<file path="src/rtl/rv_alu_pkg.sv">
// Shared constants for the RV32I ALU: funct3 operation codes and default widths.
package rv_alu_pkg;

  localparam int ALU_DATA_W  = 32;
  localparam int ALU_SHAMT_W = $clog2(ALU_DATA_W);

  localparam logic [2:0] ALU_ADD  = 3'b000;
  localparam logic [2:0] ALU_SLL  = 3'b001;
  localparam logic [2:0] ALU_SLT  = 3'b010;
  localparam logic [2:0] ALU_SLTU = 3'b011;
  localparam logic [2:0] ALU_XOR  = 3'b100;
  localparam logic [2:0] ALU_SRL  = 3'b101;
  localparam logic [2:0] ALU_OR   = 3'b110;
  localparam logic [2:0] ALU_AND  = 3'b111;

endpackage

</file>
<file path="src/rtl/rv_alu_if.sv">
// Operand/result bundle between the datapath and rv_alu.
// in_alt exists only when RV_ALU_ALT_OPS_EN is defined.
interface rv_alu_if #(
  parameter int DATA_W = rv_alu_pkg::ALU_DATA_W
);

  logic              in_valid;
  logic [DATA_W-1:0] in_data1;
  logic [DATA_W-1:0] in_data2;
  logic [2:0]        in_select;
`ifdef RV_ALU_ALT_OPS_EN
  logic              in_alt;
`endif
  logic              out_valid;
  logic [DATA_W-1:0] out_data;

  modport master (
    output in_valid, in_data1, in_data2, in_select,
`ifdef RV_ALU_ALT_OPS_EN
    output in_alt,
`endif
    input  out_valid, out_data
  );

  modport slave (
    input  in_valid, in_data1, in_data2, in_select,
`ifdef RV_ALU_ALT_OPS_EN
    input  in_alt,
`endif
    output out_valid, out_data
  );

endinterface

</file>
<file path="src/rtl/rv_alu_shifter.sv">
// Combinational log2(DATA_W)-stage barrel shifter; left shifts reuse the
// right-shift network by bit-reversing the operand on the way in and out.
module rv_alu_shifter #(
  parameter int DATA_W  = rv_alu_pkg::ALU_DATA_W,
  parameter int SHAMT_W = rv_alu_pkg::ALU_SHAMT_W
) (
  input  logic [DATA_W-1:0]  i_data,
  input  logic [SHAMT_W-1:0] i_shamt,
  input  logic               i_dir_left,
  input  logic               i_arith,
  output logic [DATA_W-1:0]  o_data
);

  logic [DATA_W-1:0] w_stage [SHAMT_W+1];
  logic [DATA_W-1:0] w_in_rev;
  logic [DATA_W-1:0] w_out_rev;
  logic              w_fill;

  genvar gi;

  generate
    for (gi = 0; gi < DATA_W; gi++) begin : g_rev
      assign w_in_rev[gi]  = i_data[DATA_W-1-gi];
      assign w_out_rev[gi] = w_stage[SHAMT_W][DATA_W-1-gi];
    end
  endgenerate

  // Sign fill only makes sense for right shifts.
  assign w_fill     = i_arith & ~i_dir_left & i_data[DATA_W-1];
  assign w_stage[0] = i_dir_left ? w_in_rev : i_data;

  generate
    for (gi = 0; gi < SHAMT_W; gi++) begin : g_stage
      localparam int STEP = 1 << gi;
      assign w_stage[gi+1] = i_shamt[gi]
                           ? {{STEP{w_fill}}, w_stage[gi][DATA_W-1:STEP]}
                           : w_stage[gi];
    end
  endgenerate

  assign o_data = i_dir_left ? w_out_rev : w_stage[SHAMT_W];

endmodule

</file>
<file path="src/rtl/rv_alu.sv">
// RV32I integer ALU: funct3-selected op mux feeding a registered result.
// Optional SUB/SRA via funct7[5] when RV_ALU_ALT_OPS_EN is defined.
module rv_alu
  import rv_alu_pkg::*;
#(
  parameter int DATA_W  = ALU_DATA_W,
  parameter int SHAMT_W = ALU_SHAMT_W
) (
  input  logic        clk,
  input  logic        rst_n,
  rv_alu_if.slave     bus
);

  logic [DATA_W-1:0] w_a;
  logic [DATA_W-1:0] w_b;
  logic [DATA_W-1:0] w_shift;
  logic [DATA_W-1:0] w_result;
  logic              w_alt;
  logic [DATA_W-1:0] r_data;
  logic              r_valid;

  assign w_a = bus.in_data1;
  assign w_b = bus.in_data2;

`ifdef RV_ALU_ALT_OPS_EN
  assign w_alt = bus.in_alt;
`else
  assign w_alt = 1'b0;
`endif

  rv_alu_shifter #(
    .DATA_W  (DATA_W),
    .SHAMT_W (SHAMT_W)
  ) u_shifter (
    .i_data     (w_a),
    .i_shamt    (w_b[SHAMT_W-1:0]),
    .i_dir_left (bus.in_select == ALU_SLL),
    .i_arith    (w_alt),
    .o_data     (w_shift)
  );

  always_comb begin
    w_result = '0;
    case (bus.in_select)
      ALU_ADD:  w_result = w_alt ? (w_a - w_b) : (w_a + w_b);
      ALU_SLL:  w_result = w_shift;
      ALU_SLT:  w_result = {{(DATA_W-1){1'b0}}, ($signed(w_a) < $signed(w_b))};
      ALU_SLTU: w_result = {{(DATA_W-1){1'b0}}, (w_a < w_b)};
      ALU_XOR:  w_result = w_a ^ w_b;
      ALU_SRL:  w_result = w_shift;
      ALU_OR:   w_result = w_a | w_b;
      ALU_AND:  w_result = w_a & w_b;
      default:  w_result = '0;
    endcase
  end

  // out_data holds the last result across idle cycles; only out_valid drops.
  always_ff @(posedge clk or negedge rst_n) begin
    if (!rst_n) begin
      r_data  <= '0;
      r_valid <= 1'b0;
    end else begin
      r_valid <= bus.in_valid;
      if (bus.in_valid) begin
        r_data <= w_result;
      end
    end
  end

  assign bus.out_data  = r_data;
  assign bus.out_valid = r_valid;

endmodule

</file>
<file path="src/flat_wrapper.sv">
// flat-port wrapper written by rule: the top's interface ports become plain ports
module rv_alu_flat import rv_alu_pkg::*;
#(
  parameter int DATA_W  = ALU_DATA_W,
  parameter int SHAMT_W = ALU_SHAMT_W
)
  (clk, rst_n, bus_in_valid, bus_in_data1, bus_in_data2, bus_in_select, bus_out_valid, bus_out_data);
  rv_alu_if #(.DATA_W(DATA_W)) bus_i ();
  input  logic clk;
  input  logic rst_n;
  input wire logic [$bits(bus_i.in_valid)-1:0] bus_in_valid;
  input wire logic [$bits(bus_i.in_data1)-1:0] bus_in_data1;
  input wire logic [$bits(bus_i.in_data2)-1:0] bus_in_data2;
  input wire logic [$bits(bus_i.in_select)-1:0] bus_in_select;
  output wire logic [$bits(bus_i.out_valid)-1:0] bus_out_valid;
  output wire logic [$bits(bus_i.out_data)-1:0] bus_out_data;
  assign bus_i.in_valid = bus_in_valid;
  assign bus_i.in_data1 = bus_in_data1;
  assign bus_i.in_data2 = bus_in_data2;
  assign bus_i.in_select = bus_in_select;
  assign bus_out_valid = bus_i.out_valid;
  assign bus_out_data = bus_i.out_data;
  rv_alu #(.DATA_W(DATA_W), .SHAMT_W(SHAMT_W)) u_core (.clk(clk), .rst_n(rst_n), .bus(bus_i));
endmodule
</file>
<file path="config.mk">
export PLATFORM = sky130hd
export DESIGN_NAME = rv_alu_flat
export DESIGN_NICKNAME = d
export VERILOG_FILES = /design/src/rtl/rv_alu_pkg.sv /design/src/rtl/rv_alu_if.sv /design/src/rtl/rv_alu_shifter.sv /design/src/rtl/rv_alu.sv /design/src/flat_wrapper.sv
export SDC_FILE = /design/constraint.sdc
export NUM_CORES = 1
export LEC_CHECK = 0
export BUFFER_PORTS_ARGS = -buffer_cell sky130_fd_sc_hd__buf_4
export CAP_MARGIN = 0
export CORE_MARGIN = 3
export CORE_UTILIZATION = 55
export CTS_CLUSTER_DIAMETER = 200
export DETAILED_ROUTE_END_ITERATION = 8
export GPL_ROUTABILITY_DRIVEN = 0
export PLACE_DENSITY = 0.77
export SLEW_MARGIN = 20
export SYNTH_ARGS = -nofsm -noshare
export SYNTH_HDL_FRONTEND = slang
export SYNTH_SLANG_ARGS = --single-unit
</file>
<file path="constraint.sdc">
create_clock -name clk -period 0.8 [get_ports clk]
set_input_delay 0.04 -clock clk [delete_from_list [all_inputs] [get_ports clk]]
set_output_delay 0.04 -clock clk [all_outputs]
set_load 0.1 [all_outputs]
</file>
==> results of run 1 <==
-- cell usage after synthesis (11+ instances only) --
cell type and instances:
o221ai_1 21, nor2_1 118, dfrtp_1 33, ha_1 96
nand3_1 17, inv_1 84, buf_2 14, nand2_1 57
mux2i_1 64, o21ai_0 35, a21oi_1 112, o211ai_1 12
nor2b_1 12, a31oi_1 11, clkbuf_1 48, xnor2_1 22
a221oi_1 20, a21o_1 13, mux4_2 32
-- layer usage --
layer	GRT overflow	GRT usage (%)
met3	1	57.9
met2	46	89.7
met5	0	16.0
met1	0	70.5
met4	35	75.1
-- repair_timing --
| action | 4_1_cts |
|---|---|
| cloned | 3 |
| setup buffers | 32 |
| hold endpoints to repair | 33 |
| setup endpoints to repair | 65 |
| hold buffers | 1 |
| pin swaps | 59 |
| resized for setup | 238 |
-- per-stage QoR --
step	utilization, %	cell area, sq um	setup slack [ns]	setup TNS [ns]	hold slack, ns
2_1_floorplan	-	7740	-1.67	-44.65	-0.256
3_3_place_gp	82.5	10700	-1.81	-53.54	-0.00678
3_5_place_dp	82.5	10700	-1.91	-56.94	-0.00466
4_1_cts	94.6	12200	-1.48	-46.98	0.140
-- kinds of logic after synthesis --
kind of cell             after synthesis
buffers and inverters                161
multiplexers                         101
XOR/XNOR                              27
AND/OR/NAND/NOR                      253
AO/OA/AOI/OAI                        301
adder cells (fa/ha/maj)               97
flip-flops                            33
==> summary.txt, run 1 <==
Congestion Overflow GR -> 82
Failing step -> global routing
Yosys warnings -> 0
Adder-Cell Fraction of Synth Area -> 16.3%
First-pass GRT wire length -> 82700 um
Xor/xnor share of the synthesized area -> 3.16%
GRT Util Overall -> 72.4%
Mapped Nets -> 1140
Flop and latch count out of synthesis -> 33
Stop err -> [ERROR GRT-0116] Global routing finished with congestion. Check the congestion regions in the DRC Viewer.
Status -> aborted with a tool error
Clock Tree Buf Depth -> 2
Ranking of synthesized cells by area -> ha_1 (16%), dfrtp_1 (11%), mux4_2 (9.6%)
DP Cell Count -> 1475
Total CTS buffers -> 5
Predominant post-synthesis flop cell -> dfrtp_1
H-tree depth -> 2
Largest family of logic cells by synthesized area -> compound AO/OA/AOI/OAI gates
Root Buffer -> clkbuf_16
Ys async rst share -> 100%
Post-synth EDFFs -> 0
Rows -> 41
Post-synthesis instance total -> 973
Post-synth top area cell -> ha_1
Synth Area per Inst -> 7.68 sq um
Mux contribution to synthesized area -> 19.0%
Compound-Gate Fraction of Synth Area -> 26.7%
Number of distinct library cells after synthesis -> 72
Mapped cell area -> 7480 sq um
Largest net degree at the start of global routing -> 67
# port buffers -> 102
Number of global-route vias before repair -> 13400
Die width -> 123 um
Io pins -> 103
Simple-Gate Fraction of Synth Area -> 15.2%
CTS Sinks -> 33
Starting Density -> 57.8%
Seq/Total Area, Yosys -> 11.0%
HPWL after DPL -> 27000 um
Synth top area share -> 16.1%
Die Ht -> 123 um
==> run 2: changes to the inputs <==
Settings changed: CORE_UTILIZATION 55 to 40, CTS_CLUSTER_DIAMETER 200 to unset, PLACE_DENSITY 0.77 to unset, PLACE_DENSITY_LB_ADDON set to 0.15.
==> summary.txt, run 2 <==
Largest net degree at the start of global routing -> 67
Skew-Pair Late Insertion Delay -> 0.28 ns
Predominant post-synthesis flop cell -> dfrtp_1
Slew headroom -> 49.7%
Synth Area per Inst -> 7.68 sq um (unchanged)
HPWL after DPL -> 26700 um (-1.1%)
Largest register FFs -> 32
Mapped cell area -> 7480 sq um (unchanged)
Clk slew on worst S/H paths -> 0.06 ns
Ys async rst share -> 100% (unchanged)
Simple-Gate Fraction of Synth Area -> 15.2% (unchanged)
Worst path slowest cell -> mux4_2
Share of cells above drive strength 1 -> 49.0%
Post-synth top area cell -> ha_1
Starting Density -> 41.2% (-17 points)
R2R setup slack -> -0.08 ns
Number of max-cap violations -> 0
Critical Path Sink Type -> flip-flop
RSZ-0062 raised after global routing -> true
H-tree depth -> 2 (unchanged)
Post-synthesis instance total -> 973 (unchanged)
Failing checks -> setup timing
Synth cell count leaders -> nor2_1 (118), a21oi_1 (112), ha_1 (96)
Sum Neg Setup Slack -> -49.42 ns
Full die area -> 20400 sq um
Antenna violations before repair -> 1
Post-route setup slack -> -1.56 ns
Post-synth EDFFs -> 0 (unchanged)
Fin nets -> 1511
GRT Util Overall -> 31.8%
Top-count cell post-synth -> nor2_1
CTS Sinks -> 33 (unchanged)
Crit path from -> bus_in_select[1]
Fmax achieved -> 0.424 GHz
Fin crit period -> 2.36 ns
First-pass GRT wire length -> 50600 um
Drt via density -> 6.05
Final core utilization -> 68.2%
Area post-placement -> 10800 sq um (+0.86%)
Mux contribution to synthesized area -> 19.0% (unchanged)
Die Ht -> 143 um (+16%)
Worst r2r src -> u_core.bus.out_data[25]
Hold Path Class -> input port to async pin
Slowest stage delay, CP -> 0.52 ns
Fin crit share -> 295%
Rows -> 49 (+20%)
Status -> finished, violations left
Seq/Total Area, Yosys -> 11.0% (unchanged)
Number of distinct library cells after synthesis -> 72 (unchanged)
Final instance area -> 12400 sq um
CP max FO -> 5
Vias post-DR -> 9515
Setup-failing EPs final -> 65
Worst-Margin Slew -> 0.755 ns
CTS tree -> yes
CP Capture Point -> u_core.bus.out_data[0]
Ranking of synthesized cells by area -> ha_1 (16%), dfrtp_1 (11%), mux4_2 (9.6%)
Worst Reg2Reg Path Length in Cells -> 3
Mapped Nets -> 1140 (unchanged)
Worst path arrival time -> 2.50 ns
Commonest non-fill, non-tap cell in the layout -> buf_4
Initial DRC count -> 1394
Crit path kind -> input port to flip-flop
Hold Vio Cnt, Final -> 0
RR Endpoint -> u_core.bus.out_data[25]
Compound-Gate Fraction of Synth Area -> 26.7% (unchanged)
Drc violations -> 0
Leakage -> 5.74 nW
Peak VDD IR -> 0.816 mV
Congestion Overflow GR -> 0
Flop and latch count out of synthesis -> 33 (unchanged)
Final max-slew violation count -> 0
Power per cell area -> 1200 nW/um^2
Pre-antenna DRT Iters -> 5
Io pins -> 103 (unchanged)
Root Buffer -> clkbuf_16
Commonest non-fill, non-tap cells in the layout -> buf_4 (387), nor2_1 (112), a21oi_1 (89)
Number of global-route vias before repair -> 8980
Worst path required time -> 0.95 ns
Final WL -> 34400 um
Filler instances -> 1431
Crit path cell chain -> buf_8 > or3b_4 > buf_12 > mux2i_4 > mux2i_1 > mux4_2 > mux2i_2 > o21ai_2 > a221oi_2 > a31oi_1
Post-route ant nets -> 0
Synth top area share -> 16.1% (unchanged)
Clk_skew -> 0 ns
Die width -> 143 um (+16%)
Area grow syn2layout -> 65.5%
Placeable Area -> 18100 sq um
Wire per inst -> 21.8 um
Crit start category -> input port
Largest family of logic cells by synthesized area -> compound AO/OA/AOI/OAI gates
Yosys warnings -> 0 (unchanged)
Xor/xnor share of the synthesized area -> 3.16% (unchanged)
Total CTS buffers -> 5 (unchanged)
# port buffers -> 102 (unchanged)
Clock Tree Buf Depth -> 2 (unchanged)
Adder-Cell Fraction of Synth Area -> 16.3% (unchanged)
ANT cells -> 0
==> run 2: cell counts after synthesis <==
Identical to the previous run, type by type.
==> run 2: critical path: cells and delay by family <==
kind	cells	cell delay (ns)
buffers and inverters	2	0.28
AOI/OAI and AO/OA	3	0.60
muxes	4	1.10
and+or+nand+nor	1	0.48
==> run 2: layout make-up <==
cell class                 instances  area [sq um]  share of cell area (%)
clock buffer                       5           125                    1.01
timing repair buffer             438          3810                    30.8
clock inverter                     3          17.5                   0.142
multi-input combinational        779          6930                    56.0
sequential                        33           866                    7.00
tap                              229           287                    2.32
inverter                          87           335                    2.71
==> run 2: where the power goes <==
part / internal (mW) / total [mW] / switching [mW]
combinational: 4.67 / 10.8 / 6.11
sequential: 1.94 / 2.20 / 0.263
clock: 1.14 / 1.87 / 0.726
==> run 2: cell families after synthesis <==
group,after synthesis
flip-flops,33
XOR/XNOR,27
multiplexers,101
AND/OR/NAND/NOR,253
AO/OA/AOI/OAI,301
adder cells (fa/ha/maj),97
buffers and inverters,161
==> run 2: routing by layer <==
metal / routed length, um / track usage, % / up-vias
met5: 9 / 0 / -
met4: 2200 / 15.2 / 2
met3: 3480 / 4.96 / 158
met2: 15200 / 49.9 / 665
met1: 13500 / 42.9 / 4379
li1: - / - / 4311
==> run 2: what timing repair did <==
item	4_1_cts	5_1_grt
hold buffers	1	0
cloned	2	0
endpoints found under the setup margin	65	65
buffers inserted	16	10
endpoints found under the hold margin	33	0
gates resized for setup	178	86
pin swaps	30	30
==> run 2: how the worst min path moves through the flow <==
stage / slack (ns) / endpoint / from
after floorplan: -0.26 / u_core.bus.out_data[0] / rst_n
after global placement: 0.007 / u_core.bus.out_valid / rst_n
after detailed placement: 0.004 / u_core.bus.out_valid / rst_n
after CTS: 0.25 / u_core.bus.out_valid / rst_n
after global routing: 0.29 / u_core.bus.out_data[18] / bus_in_select[1]
final: 0.24 / u_core.bus.out_data[30] / rst_n
==> run 2: metrics by stage <==
step	setup WS (ns)	power (mW)	cells	hold slack, ns
CTS	-1.49	14.0	1564	0.254
floorplan	-1.67	7.31	973	-0.256
finish	-1.56	14.9	1574	0.240
global placement	-1.83	10.9	1538	0.00655
global route	-1.62	15.4	1574	0.286
detailed placement	-1.86	11.0	1538	0.00392
Note: power is estimated with default switching activity, not from simulation.
==> run 3: changes to the inputs <==
Settings changed: ABC_AREA set to 1.
==> summary.txt, run 3 <==
Rows -> 51 (+4.1%)
Full die area -> 22300 sq um (+9.4%)
CTS tree -> yes
Skew-Pair Late Insertion Delay -> 0.28 ns (about the same)
Delay-heaviest family, CP -> compound AO/OA/AOI/OAI gates
Initial DRC count -> 1846 (+32%)
Worst path slowest cell -> ha_4
Commonest non-fill, non-tap cell in the layout -> buf_4
Worst path required time -> 0.96 ns (about the same)
Number of distinct library cells after synthesis -> 45 (-38%)
Number of global-route vias before repair -> 11700 (+30%)
Predominant post-synthesis flop cell -> dfrtp_1
Worst path arrival time -> 2.00 ns (-0.50 ns)
Final max-slew violation count -> 0 (unchanged)
Share of cells above drive strength 1 -> 55.3% (+6.3 points)
CTS Sinks -> 33 (unchanged)
GRT Util Overall -> 38.0% (+6.1 points)
Post-synth EDFFs -> 0 (unchanged)
HPWL after DPL -> 33500 um (+26%)
Vias post-DR -> 12500 (+31%)
Crit start category -> input port
Hold Path Class -> input port to flip-flop
ANT cells -> 0 (unchanged)
Clock share of power -> 13.2% (+0.6 points)
Peak VDD IR -> 1.00 mV (+23%)
Ys async rst share -> 100% (unchanged)
Flop pwr share -> 12.9% (-1.9 points)
Buffers and inverters on the worst path -> 3 (+1)
Drc violations -> 0 (unchanged)
CP max FO -> 4 (-1)
Pre-CTS WS -> -1.49 ns (+0.365 ns)
Internal Dissipation -> 8.57 mW (+11%)
Root Buffer -> clkbuf_16
Worst path most repeated cell -> nand2_1
Drt via density -> 5.88 (-2.7%)
Fin crit period -> 1.83 ns (-0.525 ns)
Top-count cell post-synth -> nand2_1
Largest net degree at the start of global routing -> 39 (-42%)
DP Cell Count -> 2067 (+34%)
Slew headroom -> 64.4% (+15 points)
Congestion Overflow GR -> 0 (unchanged)
Crit path cell chain -> buf_4 > inv_1 > ha_4 > a21oi_2 > o21a_1 > a21boi_4 > nand2_4 > buf_4 > a21oi_2 > nand2_1 > nand3_2 > nand3_4 > nand2_1 > nand2_1
Final WL -> 45400 um (+32%)
Wire per inst -> 21.3 um (-2.2%)
Synth top area share -> 17.3% (+1.2 points)
Mapped cell area -> 8210 sq um (+9.8%)
Finished Layout Cells -> 2126 (+35%)
Seq/Total Area, Yosys -> 10.1% (-0.99 points)
Post-route setup slack -> -1.03 ns (+0.525 ns)
Power per cell area -> 1110 nW/um^2 (-7.6%)
Placeable Area -> 19800 sq um (+9.0%)
Post-synthesis instance total -> 1415 (+45%)
First-pass GRT wire length -> 65200 um (+29%)
# port buffers -> 102 (unchanged)
Mapped Nets -> 1582 (+39%)
Leakage -> 7.40 nW (+29%)
Yosys warnings -> 0 (unchanged)
Gate power share -> 73.9% (+1.3 points)
Synth Area per Inst -> 5.80 sq um (-24%)
Fin nets -> 2027 (+34%)
Post-route ant nets -> 0 (unchanged)
H-tree depth -> 2 (unchanged)
Synth cell count leaders -> nand2_1 (378), nand3_1 (245), inv_1 (160)
Largest register FFs -> 32 (unchanged)
Fin crit share -> 229% (-66 points)
Clk_skew -> 0 ns (unchanged)
Die Ht -> 149 um (+4.6%)
Final total power -> 16.8 mW (+13%)
Io pins -> 103 (unchanged)
Post-synth top area cell -> nand2_1
Starting Density -> 41.5% (+0.30 points)
Setup-failing EPs final -> 65 (unchanged)
Area grow syn2layout -> 85.1%
Clk slew on worst S/H paths -> 0.05 ns (about the same)
Fmax achieved -> 0.546 GHz (+29%)
Flop and latch count out of synthesis -> 33 (unchanged)
Number of max-cap violations -> 0 (unchanged)
Status -> finished, violations left
RSZ-0062 raised after global routing -> true
Failing checks -> setup timing
Switching Share -> 49.1% (+1.3 points)
Worst-Margin Slew -> 0.534 ns (-0.220 ns)
Sw power -> 8.28 mW (+17%)
Commonest non-fill, non-tap cells in the layout -> buf_4 (416), nand2_1 (283), nand3_2 (140)
Antenna violations before repair -> 0 (-1)
Total CTS buffers -> 5 (unchanged)
Crit path kind -> input port to flip-flop
Hold Vio Cnt, Final -> 0 (unchanged)
Clock Tree Buf Depth -> 2 (unchanged)
Critical Path Sink Type -> flip-flop
Slowest stage delay, CP -> 0.24 ns (-0.28 ns)
Die width -> 149 um (+4.6%)
Pre-antenna DRT Iters -> 7 (+2)
Ranking of synthesized cells by area -> nand2_1 (17%), nand3_1 (15%), ha_1 (15%)
## run 3: cell count changes after synthesis, sizes merged, moves of 30 or more
cell	before	now
a21oi	114	76
clkbuf	48	18
inv	85	163
mux2i	64	0
mux4	32	0
nand2	57	403
nand3	17	270
o21ai	36	77
## run 3: final cells by class
cell class / count / area, sq um
Clock buffer: 7 / 143
Multi-Input combinational cell: 1150 / 8590
Timing Repair Buffer: 505 / 4580
Sequential cell: 33 / 866
Tap cell: 265 / 332
Fill cell: 1407 / 4590
Inverter: 165 / 658
Clock inverter: 1 / 30.0
## run 3: power by group through the flow
stage / clock network (mW) / logic (mW) / registers [mW]
finish: 2.22 / 12.4 / 2.17
floorplan: 0 / 3.62 / 3.74
CTS: 2.25 / 11.3 / 2.16
global placement: 0 / 9.17 / 2.09
global route: 2.33 / 13.0 / 2.20
detailed placement: 0 / 9.25 / 2.09
## run 3: routing by layer
layer / part of all wire, % / global-route usage, % / vias up
met2: 43 / 58.7 / 884
met4: 7.8 / 21.1 / 0
met1: 38 / 50.5 / 5727
li1: - / - / 5624
met5: 0 / 0 / -
met3: 11 / 5.80 / 269
## run 3: logic make-up (layout without fill, tap and decap cells)
family          count (synthesis)  after routing  share of synthesized area (%)
simple gates                  829            830                           46.5
buf+inv                       233            678                           12.2
compound gates                219            219                           15.9
fa+ha+maj                      97             97                           14.9
flops                          33             33                           10.1
xor+xnor                        4              4                          0.427
## run 3: final timing paths
kind	from	endpoint	slack [ns]	depth (start not counted)
max	bus_in_data1[12]	u_core.bus.out_data[23]	-1.03	14
min	bus_in_valid	u_core.bus.out_valid	0.07	2
max reg2reg	u_core.bus.out_data[8]	u_core.bus.out_data[8]	-0.10	3
min reg2reg	u_core.bus.out_data[29]	u_core.bus.out_data[29]	0.52	2
max in group asynchronous	rst_n	u_core.bus.out_data[15]	0.24	2
min in group asynchronous	rst_n	u_core.bus.out_data[30]	0.25	2
## run 3: worst register-to-register path: cells and delay by family, from the launching register on
kind	cells	cell delay (ns)
flip-flops	1	0.41
AND/OR/NAND/NOR	2	0.35
buffers and inverters	1	0.03
## run 3: timing repair
item	CTS	global route
cloned	4	0
pin swaps	112	93
buffers inserted	30	19
resized for setup	508	160
hold buffers	1	0
hold endpoints to repair	33	0
endpoints found under the setup margin	65	65
## run 3: stage by stage
stage / setup TNS [ns] / util (%) / hold WS, ns / area [sq um]
finish: -32.99 / 76.8 / 0.0675 / 15200
global route: -35.80 / 76.8 / 0.0737 / 15200
CTS: -29.50 / 72.8 / 0.0664 / 14400
detailed placement: -41.00 / 59.9 / -0.00562 / 11900
global placement: -40.28 / 59.9 / -0.00560 / 11900
floorplan: -31.48 / - / -0.256 / 8370
